File: src/rtl/tag_compare_nway_if.sv
// Request, AXI R and result channels of the N-way DRAM-cache tag comparator.
interface tag_compare_nway_if #(
    parameter int DATA_W = 72,
    parameter int TAG_W  = 56,
    parameter int WAYS   = 4,
    parameter int WAY_W  = 3,
    parameter int ID_W   = 8
);
    logic                   req_valid_i;
    logic                   req_ready_o;
    logic                   req_write_i;
    logic [TAG_W-1:0]       req_tag_i;
    logic [ID_W-1:0]        req_id_i;
    logic                   rvalid_i;
    logic                   rready_o;
    logic [WAYS*DATA_W-1:0] rdata_i;
    logic [WAYS*TAG_W-1:0]  rtag_i;
    logic [WAYS-1:0]        rtag_vld_i;
    logic                   res_valid_o;
    logic                   res_ready_i;
    logic [1:0]             res_class_o;
    logic [WAY_W-1:0]       res_way_o;
    logic [DATA_W-1:0]      res_data_o;
    logic [ID_W-1:0]        res_id_o;

    modport master (
        output req_valid_i, req_write_i, req_tag_i, req_id_i,
        output rvalid_i, rdata_i, rtag_i, rtag_vld_i, res_ready_i,
        input  req_ready_o, rready_o, res_valid_o, res_class_o, res_way_o, res_data_o, res_id_o
    );

    modport slave (
        input  req_valid_i, req_write_i, req_tag_i, req_id_i,
        input  rvalid_i, rdata_i, rtag_i, rtag_vld_i, res_ready_i,
        output req_ready_o, rready_o, res_valid_o, res_class_o, res_way_o, res_data_o, res_id_o
    );
endinterface

File: src/rtl/tag_compare_nway.sv
// N-way tag comparator: owns the pending-request queue, classifies each R beat
// against the head request, picks a victim way on misses and counts hits/misses.
module tag_compare_nway #(
    parameter int DATA_W    = 72,
    parameter int TAG_W     = 56,
    parameter int WAYS      = 4,
    parameter int WAY_W     = 3,
    parameter int ID_W      = 8,
    parameter int REQ_DEPTH = 8,
    parameter int CNT_W     = 32
) (
    input  logic               clk,
    input  logic               rst_n,
    tag_compare_nway_if.slave  bus,
    output logic               multi_hit_o,
    input  logic               cnt_clr_i,
    output logic [CNT_W-1:0]   cnt_hit_o,
    output logic [CNT_W-1:0]   cnt_miss_o
);
    localparam int PTR_W = $clog2(REQ_DEPTH);

    logic [TAG_W-1:0]     q_tag [REQ_DEPTH];
    logic [ID_W-1:0]      q_id  [REQ_DEPTH];
    logic [REQ_DEPTH-1:0] q_wr;
    logic [PTR_W-1:0]     wr_ptr, rd_ptr;
    logic [PTR_W:0]       count;
    logic                 q_full, q_empty, push, pop;

    logic [TAG_W-1:0]     head_tag;
    logic [WAYS-1:0]      match;
    logic                 hit, multi, any_free, rr_adv;
    logic [WAY_W-1:0]     hit_way, free_way, sel_way, rr_ptr;
    logic [DATA_W-1:0]    sel_data;

    logic                 vld_p1;
    logic [1:0]           class_p1;
    logic [WAY_W-1:0]     way_p1;
    logic [DATA_W-1:0]    data_p1;
    logic [ID_W-1:0]      id_p1;

    function automatic logic [CNT_W-1:0] sat_inc(input logic [CNT_W-1:0] v);
        return (&v) ? v : v + CNT_W'(1);
    endfunction

    assign q_full  = (count == (PTR_W+1)'(REQ_DEPTH));
    assign q_empty = (count == '0);
    assign push    = bus.req_valid_i && !q_full;
    assign bus.req_ready_o = !q_full;
    assign bus.rready_o    = !q_empty && (!vld_p1 || bus.res_ready_i);
    assign pop     = bus.rvalid_i && bus.rready_o;

    always_ff @(posedge clk or negedge rst_n) begin
        if (!rst_n) begin
            wr_ptr <= '0;
            rd_ptr <= '0;
            count  <= '0;
        end else begin
            if (push) wr_ptr <= wr_ptr + PTR_W'(1);
            if (pop)  rd_ptr <= rd_ptr + PTR_W'(1);
            if (push && !pop)      count <= count + (PTR_W+1)'(1);
            else if (!push && pop) count <= count - (PTR_W+1)'(1);
        end
    end

    // Queue storage carries no control state, so it is left unreset.
    always_ff @(posedge clk) begin
        if (push) begin
            q_tag[wr_ptr] <= bus.req_tag_i;
            q_id[wr_ptr]  <= bus.req_id_i;
            q_wr[wr_ptr]  <= bus.req_write_i;
        end
    end

    assign head_tag = q_tag[rd_ptr];

    // Descending scan leaves the lowest matching / lowest invalid way selected.
    always_comb begin
        match    = '0;
        hit_way  = '0;
        free_way = '0;
        any_free = 1'b0;
        for (int k = WAYS - 1; k >= 0; k--) begin
            match[k] = bus.rtag_vld_i[k] && (bus.rtag_i[k*TAG_W +: TAG_W] == head_tag);
            if (match[k]) hit_way = WAY_W'(k);
            if (!bus.rtag_vld_i[k]) begin
                free_way = WAY_W'(k);
                any_free = 1'b1;
            end
        end
    end

    assign hit     = |match;
    assign multi   = |(match & (match - WAYS'(1)));
    assign sel_way = hit ? hit_way : (any_free ? free_way : rr_ptr);
    assign rr_adv  = pop && !hit && !any_free;

    always_comb begin
        sel_data = '0;
        for (int k = 0; k < WAYS; k++) begin
            if (sel_way == WAY_W'(k)) sel_data = bus.rdata_i[k*DATA_W +: DATA_W];
        end
    end

    always_ff @(posedge clk or negedge rst_n) begin
        if (!rst_n) begin
            rr_ptr <= '0;
        end else if (rr_adv) begin
            rr_ptr <= (rr_ptr == WAY_W'(WAYS - 1)) ? '0 : rr_ptr + WAY_W'(1);
        end
    end

    // ---- stage p1: registered result, held until the reordering buffer takes it
    always_ff @(posedge clk or negedge rst_n) begin
        if (!rst_n) begin
            vld_p1      <= 1'b0;
            class_p1    <= '0;
            way_p1      <= '0;
            data_p1     <= '0;
            id_p1       <= '0;
            multi_hit_o <= 1'b0;
        end else begin
            multi_hit_o <= pop && multi;
            if (pop) begin
                vld_p1   <= 1'b1;
                class_p1 <= {q_wr[rd_ptr], !hit};
                way_p1   <= sel_way;
                data_p1  <= sel_data;
                id_p1    <= q_id[rd_ptr];
            end else if (bus.res_ready_i) begin
                vld_p1 <= 1'b0;
            end
        end
    end

    always_ff @(posedge clk or negedge rst_n) begin
        if (!rst_n) begin
            cnt_hit_o  <= '0;
            cnt_miss_o <= '0;
        end else if (cnt_clr_i) begin
            cnt_hit_o  <= '0;
            cnt_miss_o <= '0;
        end else if (pop) begin
            if (hit) cnt_hit_o  <= sat_inc(cnt_hit_o);
            else     cnt_miss_o <= sat_inc(cnt_miss_o);
        end
    end

    assign bus.res_valid_o = vld_p1;
    assign bus.res_class_o = class_p1;
    assign bus.res_way_o   = way_p1;
    assign bus.res_data_o  = data_p1;
    assign bus.res_id_o    = id_p1;
endmodule
File: src/flat_wrapper.sv
// flat-port wrapper written by rule: the top's interface ports become plain ports
module tag_compare_nway_flat 
#(
    parameter int DATA_W    = 72,
    parameter int TAG_W     = 56,
    parameter int WAYS      = 4,
    parameter int WAY_W     = 3,
    parameter int ID_W      = 8,
    parameter int REQ_DEPTH = 8,
    parameter int CNT_W     = 32
)
  (clk, rst_n, multi_hit_o, cnt_clr_i, cnt_hit_o, cnt_miss_o, bus_req_valid_i, bus_req_write_i, bus_req_tag_i, bus_req_id_i, bus_rvalid_i, bus_rdata_i, bus_rtag_i, bus_rtag_vld_i, bus_res_ready_i, bus_req_ready_o, bus_rready_o, bus_res_valid_o, bus_res_class_o, bus_res_way_o, bus_res_data_o, bus_res_id_o);
  tag_compare_nway_if #(.DATA_W(DATA_W), .TAG_W(TAG_W), .WAYS(WAYS), .WAY_W(WAY_W), .ID_W(ID_W)) bus_i ();
  input  logic clk;
  input  logic rst_n;
  output logic multi_hit_o;
  input  logic cnt_clr_i;
  output logic [CNT_W-1:0] cnt_hit_o;
  output logic [CNT_W-1:0] cnt_miss_o;
  input wire logic [$bits(bus_i.req_valid_i)-1:0] bus_req_valid_i;
  input wire logic [$bits(bus_i.req_write_i)-1:0] bus_req_write_i;
  input wire logic [$bits(bus_i.req_tag_i)-1:0] bus_req_tag_i;
  input wire logic [$bits(bus_i.req_id_i)-1:0] bus_req_id_i;
  input wire logic [$bits(bus_i.rvalid_i)-1:0] bus_rvalid_i;
  input wire logic [$bits(bus_i.rdata_i)-1:0] bus_rdata_i;
  input wire logic [$bits(bus_i.rtag_i)-1:0] bus_rtag_i;
  input wire logic [$bits(bus_i.rtag_vld_i)-1:0] bus_rtag_vld_i;
  input wire logic [$bits(bus_i.res_ready_i)-1:0] bus_res_ready_i;
  output wire logic [$bits(bus_i.req_ready_o)-1:0] bus_req_ready_o;
  output wire logic [$bits(bus_i.rready_o)-1:0] bus_rready_o;
  output wire logic [$bits(bus_i.res_valid_o)-1:0] bus_res_valid_o;
  output wire logic [$bits(bus_i.res_class_o)-1:0] bus_res_class_o;
  output wire logic [$bits(bus_i.res_way_o)-1:0] bus_res_way_o;
  output wire logic [$bits(bus_i.res_data_o)-1:0] bus_res_data_o;
  output wire logic [$bits(bus_i.res_id_o)-1:0] bus_res_id_o;
  assign bus_i.req_valid_i = bus_req_valid_i;
  assign bus_i.req_write_i = bus_req_write_i;
  assign bus_i.req_tag_i = bus_req_tag_i;
  assign bus_i.req_id_i = bus_req_id_i;
  assign bus_i.rvalid_i = bus_rvalid_i;
  assign bus_i.rdata_i = bus_rdata_i;
  assign bus_i.rtag_i = bus_rtag_i;
  assign bus_i.rtag_vld_i = bus_rtag_vld_i;
  assign bus_i.res_ready_i = bus_res_ready_i;
  assign bus_req_ready_o = bus_i.req_ready_o;
  assign bus_rready_o = bus_i.rready_o;
  assign bus_res_valid_o = bus_i.res_valid_o;
  assign bus_res_class_o = bus_i.res_class_o;
  assign bus_res_way_o = bus_i.res_way_o;
  assign bus_res_data_o = bus_i.res_data_o;
  assign bus_res_id_o = bus_i.res_id_o;
  tag_compare_nway #(.DATA_W(DATA_W), .TAG_W(TAG_W), .WAYS(WAYS), .WAY_W(WAY_W), .ID_W(ID_W), .REQ_DEPTH(REQ_DEPTH), .CNT_W(CNT_W)) u_core (.clk(clk), .rst_n(rst_n), .bus(bus_i), .multi_hit_o(multi_hit_o), .cnt_clr_i(cnt_clr_i), .cnt_hit_o(cnt_hit_o), .cnt_miss_o(cnt_miss_o));
endmodule
File: config.mk
export PLATFORM = sky130hd
export DESIGN_NAME = tag_compare_nway_flat
export DESIGN_NICKNAME = d
export VERILOG_FILES = /design/src/rtl/tag_compare_nway_if.sv /design/src/rtl/tag_compare_nway.sv /design/src/flat_wrapper.sv
export SDC_FILE = /design/constraint.sdc
export NUM_CORES = 1
export LEC_CHECK = 0
export CAP_MARGIN = 20
export CORE_AREA = 2 2 285 287
export DETAILED_ROUTE_END_ITERATION = 8
export DIE_AREA = 0 0 287 289
export GPL_ROUTABILITY_DRIVEN = 0
export PLACE_DENSITY_LB_ADDON = 0.05
export SLEW_MARGIN = 10
export SYNTH_ARGS = -nofsm -noshare
export SYNTH_HDL_FRONTEND = slang
export SYNTH_SLANG_ARGS = --single-unit
File: constraint.sdc
create_clock -name clk -period 19.7 [get_ports clk]
set_input_delay 3.94 -clock clk [delete_from_list [all_inputs] [get_ports clk]]
set_output_delay 3.94 -clock clk [all_outputs]
set_load 0.005 [all_outputs]
; ---- Word-level counts from Yosys, hierarchy flattened
; Memories as Yosys holds them, arrays and structs flattened. A register that Yosys moved wholly into a read port is not among the register bits.
; Cells that the tools add are included.
[classes]
addsub = 8
n_mux = 38
n_reduce_logical = 34
eq_ne = 12
order_cmp = 3
bitwise_logic = 1
[op_table]
columns = operator, n
row1 = two-way mux 72 bit, 4
row2 = two-way mux 32 bit, 8
row3 = equality test 56 bit, 4
row4 = "adder 32 x 1 -> 32 bit, second input constant", 2
row5 = AND reduction 32 bit, 2
row6 = two-way mux 2 bit, 8
row7 = logical AND 1 bit, 13
row8 = two-way mux 1 bit, 10
row9 = "adder 3 x 1 -> 3 bit, second input constant", 3
row10 = "equality test 3 x 2 -> 1 bit, second input constant", 3
row11 = two-way mux 3 bit, 3
row12 = bitwise mux 8 bit, 1
row13 = zero test 1 bit, 8
row14 = "< comparator 3 x 4 -> 1 bit, second input constant", 2
row15 = two-way mux 4 bit, 2
row16 = nonzero test 2 bit, 4
row17 = OR reduction 4 bit, 2
row18 = "subtractor 4 x 1 -> 4 bit, second input constant", 2
row19 = "inequality test 2 bit, second input constant", 3
row20 = AND reduction 3 bit, 2
row21 = "adder 4 x 1 -> 4 bit, second input constant", 1
row22 = bitwise AND 4 bit, 1
row23 = "equality test 4 bit, second input constant", 1
row24 = zero test 4 bit, 1
row25 = 6 further kinds, 6
[totals]
mem_count = 2
input_bits = 587
ram_bits = 512
register_bits = 164
wordCells = 110
output_inout_bits = 153
[mem_list]
columns = memory, depth, word_bits, rd, rd_ports_with_merged_regs, wr, line_no
row1 = u_core.q_tag, 8, 56, 1, 0, 1, tag_compare_nway.sv:22  ; logic [TAG_W-1:0] q_tag [REQ_DEPTH];
row2 = u_core.q_id, 8, 8, 1, 1, 1, tag_compare_nway.sv:23  ; logic [ID_W-1:0] q_id [REQ_DEPTH];

; ---- Depth between registers and ports, before layout
; Gate-level depths: netlist of run 1.
; An unclocked memory read counts as a cell.
[depth]
depth_word = 13
mapped_depth = 20
depth_no_buf = 12

; ---- Worst setup path after synthesis of run 1
; OpenSTA, ideal clock, no wires.
[synth_timing]
kind = input to register
startpoint = input port bus_req_valid_i
endpoint = memory u_core.q_id[4][0] (enable)
cell_stages = 2
path_slack_ns = 8.233
arrival_time_ns = 10.795
required_ns = 19.028
path_buffers = 0
setup_ns = 0.672
path_cell_list = nand2_1 nor4b_1
[synth_between]
elab_chain_cells = 3
[synth_rtl]
columns = item, line_no
row1 = "start, declared", flat_wrapper.sv:20  ; input wire logic [$bits(bus_i.req_valid_i)-1:0] bus_req_valid_i;
row2 = logical AND 1 bit, tag_compare_nway.sv:47  ; assign push = bus.req_valid_i && !q_full;
row3 = two-way mux 1 bit, tag_compare_nway.sv:67  ; if (push) begin
row4 = two-way mux 1 bit (implied by the code), tag_compare_nway.sv:69  ; q_id[wr_ptr] <= bus.req_id_i;
row5 = "end, declared", tag_compare_nway.sv:23
; Every way passes these cells.

; ---- Final worst setup path of run 1
[layout_timing]
startpoint = input port bus_res_ready_i
endpoint = output port bus_rready_o
[layout_between]
elab_chain_cells = 2
[layout_rtl]
columns = item, line_no
row1 = "start, declared", flat_wrapper.sv:28  ; input wire logic [$bits(bus_i.res_ready_i)-1:0] bus_res_ready_i;
row2 = logical OR 1 bit, tag_compare_nway.sv:49  ; assign bus.rready_o = !q_empty && (!vld_p1 || bus.res_ready_i);
row3 = logical AND 1 bit, tag_compare_nway.sv:49
row4 = "end, declared", flat_wrapper.sv:30  ; output wire logic [$bits(bus_i.rready_o)-1:0] bus_rready_o;
; Every way passes these cells.

==> flow_summary.yaml, run 1 <==
timing:
  rsz0062_at_grt: "no"
  hold_viol: 0
  finalCriticalPeriod_ps: 9084
  fin_crit_sh: 0.4611
  slew_viol_final: 0
  skew_ps: 33.57
  tightest_slew_ps: 1093
  finalSetupViolCount: 0
  max_freq_ghz: 0.1101
  finalWorstSetupSlack_ps: 10620
  setup-tns-final_ps: 0
  slew_headroom: 0.2505
yosys:
  synthAdderAreaFrac: 0.003938
  synth_edf_count: 520
  synth_cell_types: 78
  synth_area_leaders: "edfxtp_1 (47%), dfrtp_1 (12%), mux2i_1 (5.2%), mux4_2 (4.6%), xor2_1 (3.9%)"
  synthArstFlopShare: 0.2398
  synth_top_family_by_area: "multiplexers"
  ys.warnings.count: 0
  synth_compound_area_frac: 0.08657
  synthSimpleGateAreaFrac: 0.1069
  yosys.area.top_type: "edfxtp_1"
  synth-main-ff-cell: "edfxtp_1"
  ys_top_cells_by_count: "edfxtp_1 (520), mux2i_1 (173), nand2_1 (167)"
  synth-seq-cells: 684
  synth_most_common_cell: "edfxtp_1"
  synth_top_cell_area_share: 0.4726
  synth_xor_area_frac: 0.06044
  synth_seq_area_share: 0.5968
  syn-cell-area_sq_mm: 0.03304
  syn_avg_cell_area_sq_um: 13.65
  postSynthCellCount: 2421
  synthesis.nets: 3017
  muxShareOfSynthArea: 0.1208
grt:
  track_usage: 0.2995
  grt_pass1_vias: 24790
  overflow: 0
  antenna_found_initial: 22
  grt_start_max_net_pins: 114
  grt_pass1_wl_mm: 178.7
clock_network:
  clk_pin_slew_ps: 60
  tritoncts: "done"
  htreeDepth: 3
  clock_sinks: 684
  clock_latency_ps: 630
  cts_buffers: 76
  cts_hold_buffers: 0
  ctsRootBufferMaster: "clkbuf_16"
  post_cts_buffers: 0
  cts.path.max_buffers: 3
  ctsResizeCount: 0
worst_setup_path:
  crit_family: "buffers and inverters"
  crit_chain: "clkdlybuf4s50_1 > inv_1 > a21oi_1 > clkdlybuf4s50_1"
  cp_slowest_cell: "clkdlybuf4s50_1"
  crit_fanout: 2
  critPathBufInv: 3
  crit_top_cell: "clkdlybuf4s50_1"
  critical_path_class: "in -> out"
  critical-path-max-stage-delay_ps: 530
  cp-start-kind: "input port"
  cp.arrival_ps: 5140
  required_ps: 15760
  cp-end-kind: "output pin"
floorplan:
  start_util: 0.4135
  die_x_microns: 287
  num_io_pins: 740
  core-area_sq_mm: 0.07990
  rows: 104
  fp.dieArea_sq_mm: 0.08294
  die_h_microns: 289
cells_and_area:
  drive_gt1_frac: 0.1168
  fillers: 6695
  seqCellArea_sq_mm: 0.01973
  area_delta_synth_final_pct: 33.49
  final_nets: 3747
  multi_input_area_sq_mm: 0.01261
routing:
  vias_per_cell: 5.772
  dr.pass1.iters: 6
  drt_iter0_markers: 2388
  wl_per_cell_microns: 29.77
  ant_nets: 0
  drt-total-wl_mm: 127.6
  drc: 0
  route.vias.total: 24740
power_and_ir_drop:
  power.density_mw_per_mm2: 133.2
  p_clk_frac: 0.237
  leakage_nw: 15.88
  internal_power_mw: 3.548
  pwr-share-seq: 0.329
  switchingPower_mw: 2.328
  power_frac_comb: 0.434
  vdd_drop_max_mv: 0.07601
  swShare: 0.3962
run_status:
  status: "complete, no violations"
run:
  max_cap_violations: 0
placement:
  hpwl_mm: 92.64
  place_ws_ps: 10630
  numPortBuffers: 739
min_path:
  hold_path_class: "reg -> reg"
[power groups by stage]
stage	Sequential [mW]	Combinational (mW)	Clock [mW]
2_1_floorplan	1.93	1.39	0
3_3_place_gp	1.95	2.50	0
3_5_place_dp	1.96	2.52	0
4_1_cts	1.93	2.53	1.42
6_report	1.93	2.55	1.39
5_1_grt	1.95	2.66	1.48
[area by class of cell]
class / instances / share of cell area
Tap cell: 1060 / 0.03007
Clock buffer: 92 / 0.04448
Sequential cell: 684 / 0.4473
Inverter: 27 / 0.002411
Clock inverter: 45 / 0.01089
Timing Repair Buffer: 795 / 0.1781
Antenna cell: 16 / 0.0009077
Multi-Input combinational cell: 1567 / 0.2858
[worst register-to-register path, cell delays in order (launching register included)]
cell and delay [ps]:
dfrtp_4 810, buf_4 730, nor2_1 170, buf_4 270, a22oi_1 460, nand2_1 560
xor2_1 370, nand4_1 140, nor4_1 330, and4_1 710, o21bai_4 120, buf_4 320
a21oi_4 210, buf_4 760, nand2_4 650, o211ai_1 430
[path summary, 6_finish.rpt]
check	start	to	slack (ps)	cells after the start
worst max-delay path	bus_res_ready_i	bus_rready_o	10620	4
worst min-delay path	u_core.bus.res_way_o[2]	u_core.bus.res_way_o[2]	480	2
worst max register to register	u_core.rd_ptr[0]	u_core.bus.res_data_o[0]	12570	15
worst min register to register	u_core.bus.res_way_o[2]	u_core.bus.res_way_o[2]	480	2
max in group asynchronous	rst_n	u_core.bus.res_data_o[68]	14820	2
min in group asynchronous	rst_n	u_core.cnt_miss_o[0]	3460	1
[registers in the layout, indices dropped and copies added (netlist names)]
signal                  flops
u_core.multi_hit_o          1
u_core.count                4
u_core.q_tag              448
u_core.bus.res_class_o      2
u_core.bus.res_data_o      72
u_core.bus.res_way_o        3
u_core.cnt_hit_o           32
u_core.q_id                64
u_core.rr_ptr               3
u_core.bus.res_id_o         8
u_core.rd_ptr               3
u_core.wr_ptr               3
u_core.bus.res_valid_o      1
u_core.q_wr                 8
u_core.cnt_miss_o          32
[per-stage QoR]
step | total power [mW] | std cells | cell area (sq um) | hold WS, ps | util
after floorplan | 3.324 | 2421 | 33040 | 463.1 | -
after global placement | 4.451 | 4130 | 41560 | 462.6 | 0.5202
after detailed placement | 4.479 | 4132 | 41600 | 468.8 | 0.5206
after CTS | 5.881 | 4269 | 44040 | 486.2 | 0.5512
after global routing | 6.091 | 4285 | 44100 | 503.5 | 0.5520
final | 5.876 | 4286 | 44110 | 480.5 | 0.5521
[logic make-up (layout without fill, tap and decap cells)]
| logic type | Yosys count | after routing |
|---|---|---|
| adders and majority gates | 10 | 10 |
| buffers and inverters | 170 | 959 |
| AOI/OAI and AO/OA | 358 | 358 |
| DFF | 684 | 684 |
| other | 0 | 16 |
| and+or+nand+nor | 667 | 667 |
| muxes | 304 | 304 |
| xor gates and xnor gates | 228 | 228 |
[metal layers]
layer,global-route usage,wire length [microns]
met1,0.3617,48180
met2,0.5007,62590
met3,0.07000,10510
met4,0.1568,6259
met5,0,41
[cell usage in the layout, fill, tap and decap left out, types with 13 or more instances in the layout]
cell type,netlist,final
inv_1,25,24
clkbuf_1,78,16
nand3_1,96,96
dfrtp_1,164,161
mux4_2,67,67
a21oi_1,13,13
o211ai_2,39,39
nor4_1,38,36
clkinv_2,0,14
a211o_1,41,40
nor2_1,84,82
o21ai_0,72,72
mux2_2,48,48
diode_2,0,16
a22oi_1,91,91
clkdlybuf4s50_1,0,737
clkbuf_16,0,76
nand2_1,167,167
xor2_1,147,147
nand4_1,65,65
and3_1,21,21
nor3_1,67,64
buf_4,12,54
xnor2_1,81,81
nor2b_1,21,20
edfxtp_1,520,520
or4_1,18,18
a221o_1,32,32
mux2i_1,173,172
No activity file was read; power rests on OpenSTA's default activity.
==> run 2, diff against run 1 <==
--- a/config.mk
+++ b/config.mk
@@ -6,9 +6,9 @@
 export NUM_CORES = 1
 export LEC_CHECK = 0
 export CAP_MARGIN = 20
-export CORE_AREA = 2 2 285 287
+export CORE_AREA = 2 2 288 290
 export DETAILED_ROUTE_END_ITERATION = 8
-export DIE_AREA = 0 0 287 289
+export DIE_AREA = 0 0 290 292
 export GPL_ROUTABILITY_DRIVEN = 0
 export PLACE_DENSITY_LB_ADDON = 0.05
 export SLEW_MARGIN = 10
==> constraint.sdc (replaced) <==
create_clock -name clk -period 8.2 [get_ports clk]
set_input_delay 1.64 -clock clk [delete_from_list [all_inputs] [get_ports clk]]
set_output_delay 1.64 -clock clk [all_outputs]
set_load 0.005 [all_outputs]
==> flow_summary.yaml, run 2 (synthesis results as in run 1) <==
cells_and_area:
  finalInstanceArea_sq_mm: 0.04406
  area_delta_synth_final_pct: 33.36
  final_core_util: 0.5401
  final_cell_mix: "clkdlybuf4s50_1 (737), edfxtp_1 (520), mux2i_1 (173), nand2_1 (167), dfrtp_1 (161)"
  final_common_cell: "clkdlybuf4s50_1"
  top_register: "u_core.q_tag"
  drive_gt1_frac: 0.1120
  instances_no_fill: 4281
  largest_reg_flops: 448
  multi_input_area_sq_mm: 0.01262
  fillers: 6775
  seqCellArea_sq_mm: 0.01973
  final_nets: 3729
clock_network:
  cts_hold_buffers: 0
  tritoncts: "done"
  clk_pin_slew_ps: 60
  ctsResizeCount: 0
  ctsRootBufferMaster: "clkbuf_16"
  clock_sinks: 684
  cts_buffers: 76
  post_cts_buffers: 0
  htreeDepth: 3
  clock_latency_ps: 650
  cts.path.max_buffers: 3
timing:
  finalWorstSetupSlack_ps: 1390
  hold_viol: 0
  skew_ps: 43.61
  slew_viol_final: 0
  rsz0062_at_grt: "no"
  tightest_slew_ps: 1130
  finalSetupViolCount: 0
  fin_crit_sh: 0.8305
  max_freq_ghz: 0.1468
  finalCriticalPeriod_ps: 6810
  setup-tns-final_ps: 0
  slew_headroom: 0.2251
worst_setup_path:
  crit_fanout: 42
  crit_top_cell: "buf_4"
  critical-path-max-stage-delay_ps: 990
  cp-start-kind: "flop"
  cp.arrival_ps: 7300
  crit_family: "simple AND/OR/NAND/NOR gates"
  cp_slowest_cell: "dfrtp_4"
  critPathBufInv: 3
  critical_path_class: "reg -> reg"
  cp-end-kind: "flop"
  crit_chain: "buf_4 > mux4_2 > nand2b_1 > nand2_1 > xnor2_1 > nand4bb_1 > nor4_1 > and4_1 > nor4_2 > buf_4 > nand2b_2 > and2_1 > buf_4 > a221o_1"
  required_ps: 8690
routing:
  route.vias.total: 25050
  vias_per_cell: 5.851
  drc: 0
  wl_per_cell_microns: 31.08
  ant_nets: 0
  dr.pass1.iters: 8
  drt_iter0_markers: 2423
  drt-total-wl_mm: 133.0
placement:
  place_inst: 4124
  place_area_sq_mm: 0.04149
  hpwl_mm: 98.45
  place_ws_ps: 1398
  numPortBuffers: 739
run_status:
  status: "complete, no violations"
power_and_ir_drop:
  vdd_drop_max_mv: 0.1943
  leakage_nw: 15.85
  power.density_mw_per_mm2: 317.2
floorplan:
  core-area_sq_mm: 0.08158
  die_h_microns: 292
  fp.dieArea_sq_mm: 0.08468
  rows: 105
  die_x_microns: 290
  num_io_pins: 740
  start_util: 0.4050
grt:
  grt_use_met2: 0.5114
  track_usage: 0.3057
  grt_pass1_vias: 25000
  busiest_layer: "met2"
  use_met3: 0.06569
  antenna_found_initial: 21
  grt_start_max_net_pins: 104
  grt_util_met1: 0.3669
  overflow: 0
  grt_pass1_wl_mm: 186.7
run:
  max_cap_violations: 0
min_path:
  hold_path_class: "reg -> reg"
==> run 2: worst register-to-register path, stage by stage, from the launching register on <==
cell and delay, ps:
dfrtp_4 990, buf_4 480, mux4_2 540, nand2b_1 80
nand2_1 350, xnor2_1 550, nand4bb_1 310, nor4_1 550
and4_1 700, nor4_2 130, buf_4 290, nand2b_2 710
and2_1 410, buf_4 240, a221o_1 360
==> run 2: layer usage <==
layer	vias to the layer above	wire (microns)
met3	325	10630
li1	10820	-
met1	12470	49710
met4	6	7980
met2	1429	64670
met5	-	40
==> run 2: power breakdown <==
part | leakage [nW] | internal [mW] | total (mW) | switching [mW]
logic | 7.79 | 2.20 | 5.82 | 3.62
registers | 6.85 | 4.34 | 4.73 | 0.386
clock network | 1.22 | 1.95 | 3.43 | 1.48
==> run 2: path summary, 6_finish.rpt <==
check	start	to	slack (ps)	cells after the start
min in group asynchronous	rst_n	u_core.cnt_miss_o[1]	1130	1
hold / removal	u_core.bus.res_id_o[4]	u_core.bus.res_id_o[4]	480	2
max in group asynchronous	rst_n	u_core.rd_ptr[0]	5520	2
setup reg to reg	u_core.rd_ptr[1]	u_core.bus.res_data_o[53]	1390	14
setup / recovery	u_core.rd_ptr[1]	u_core.bus.res_data_o[53]	1390	14
hold reg to reg	u_core.bus.res_id_o[4]	u_core.bus.res_id_o[4]	480	2
==> run 2: layout make-up <==
cell class | instances | area share
inverters | 27 | 0.002414
flip-flops and latches | 684 | 0.4478
repair buffers | 777 | 0.1753
well taps | 1070 | 0.03038
clock inverters | 47 | 0.01085
clock buffers | 95 | 0.04614
diodes | 14 | 0.0007951
multi-input cells | 1567 | 0.2863
==> run 2: through the flow <==
step                power [mW]  hold WS (ps)
floorplan                7.977         463.1
global placement         10.47         466.7
detailed placement       10.50         474.4
CTS                      13.95         489.0
global route             14.40         501.4
finish                   13.98         482.5
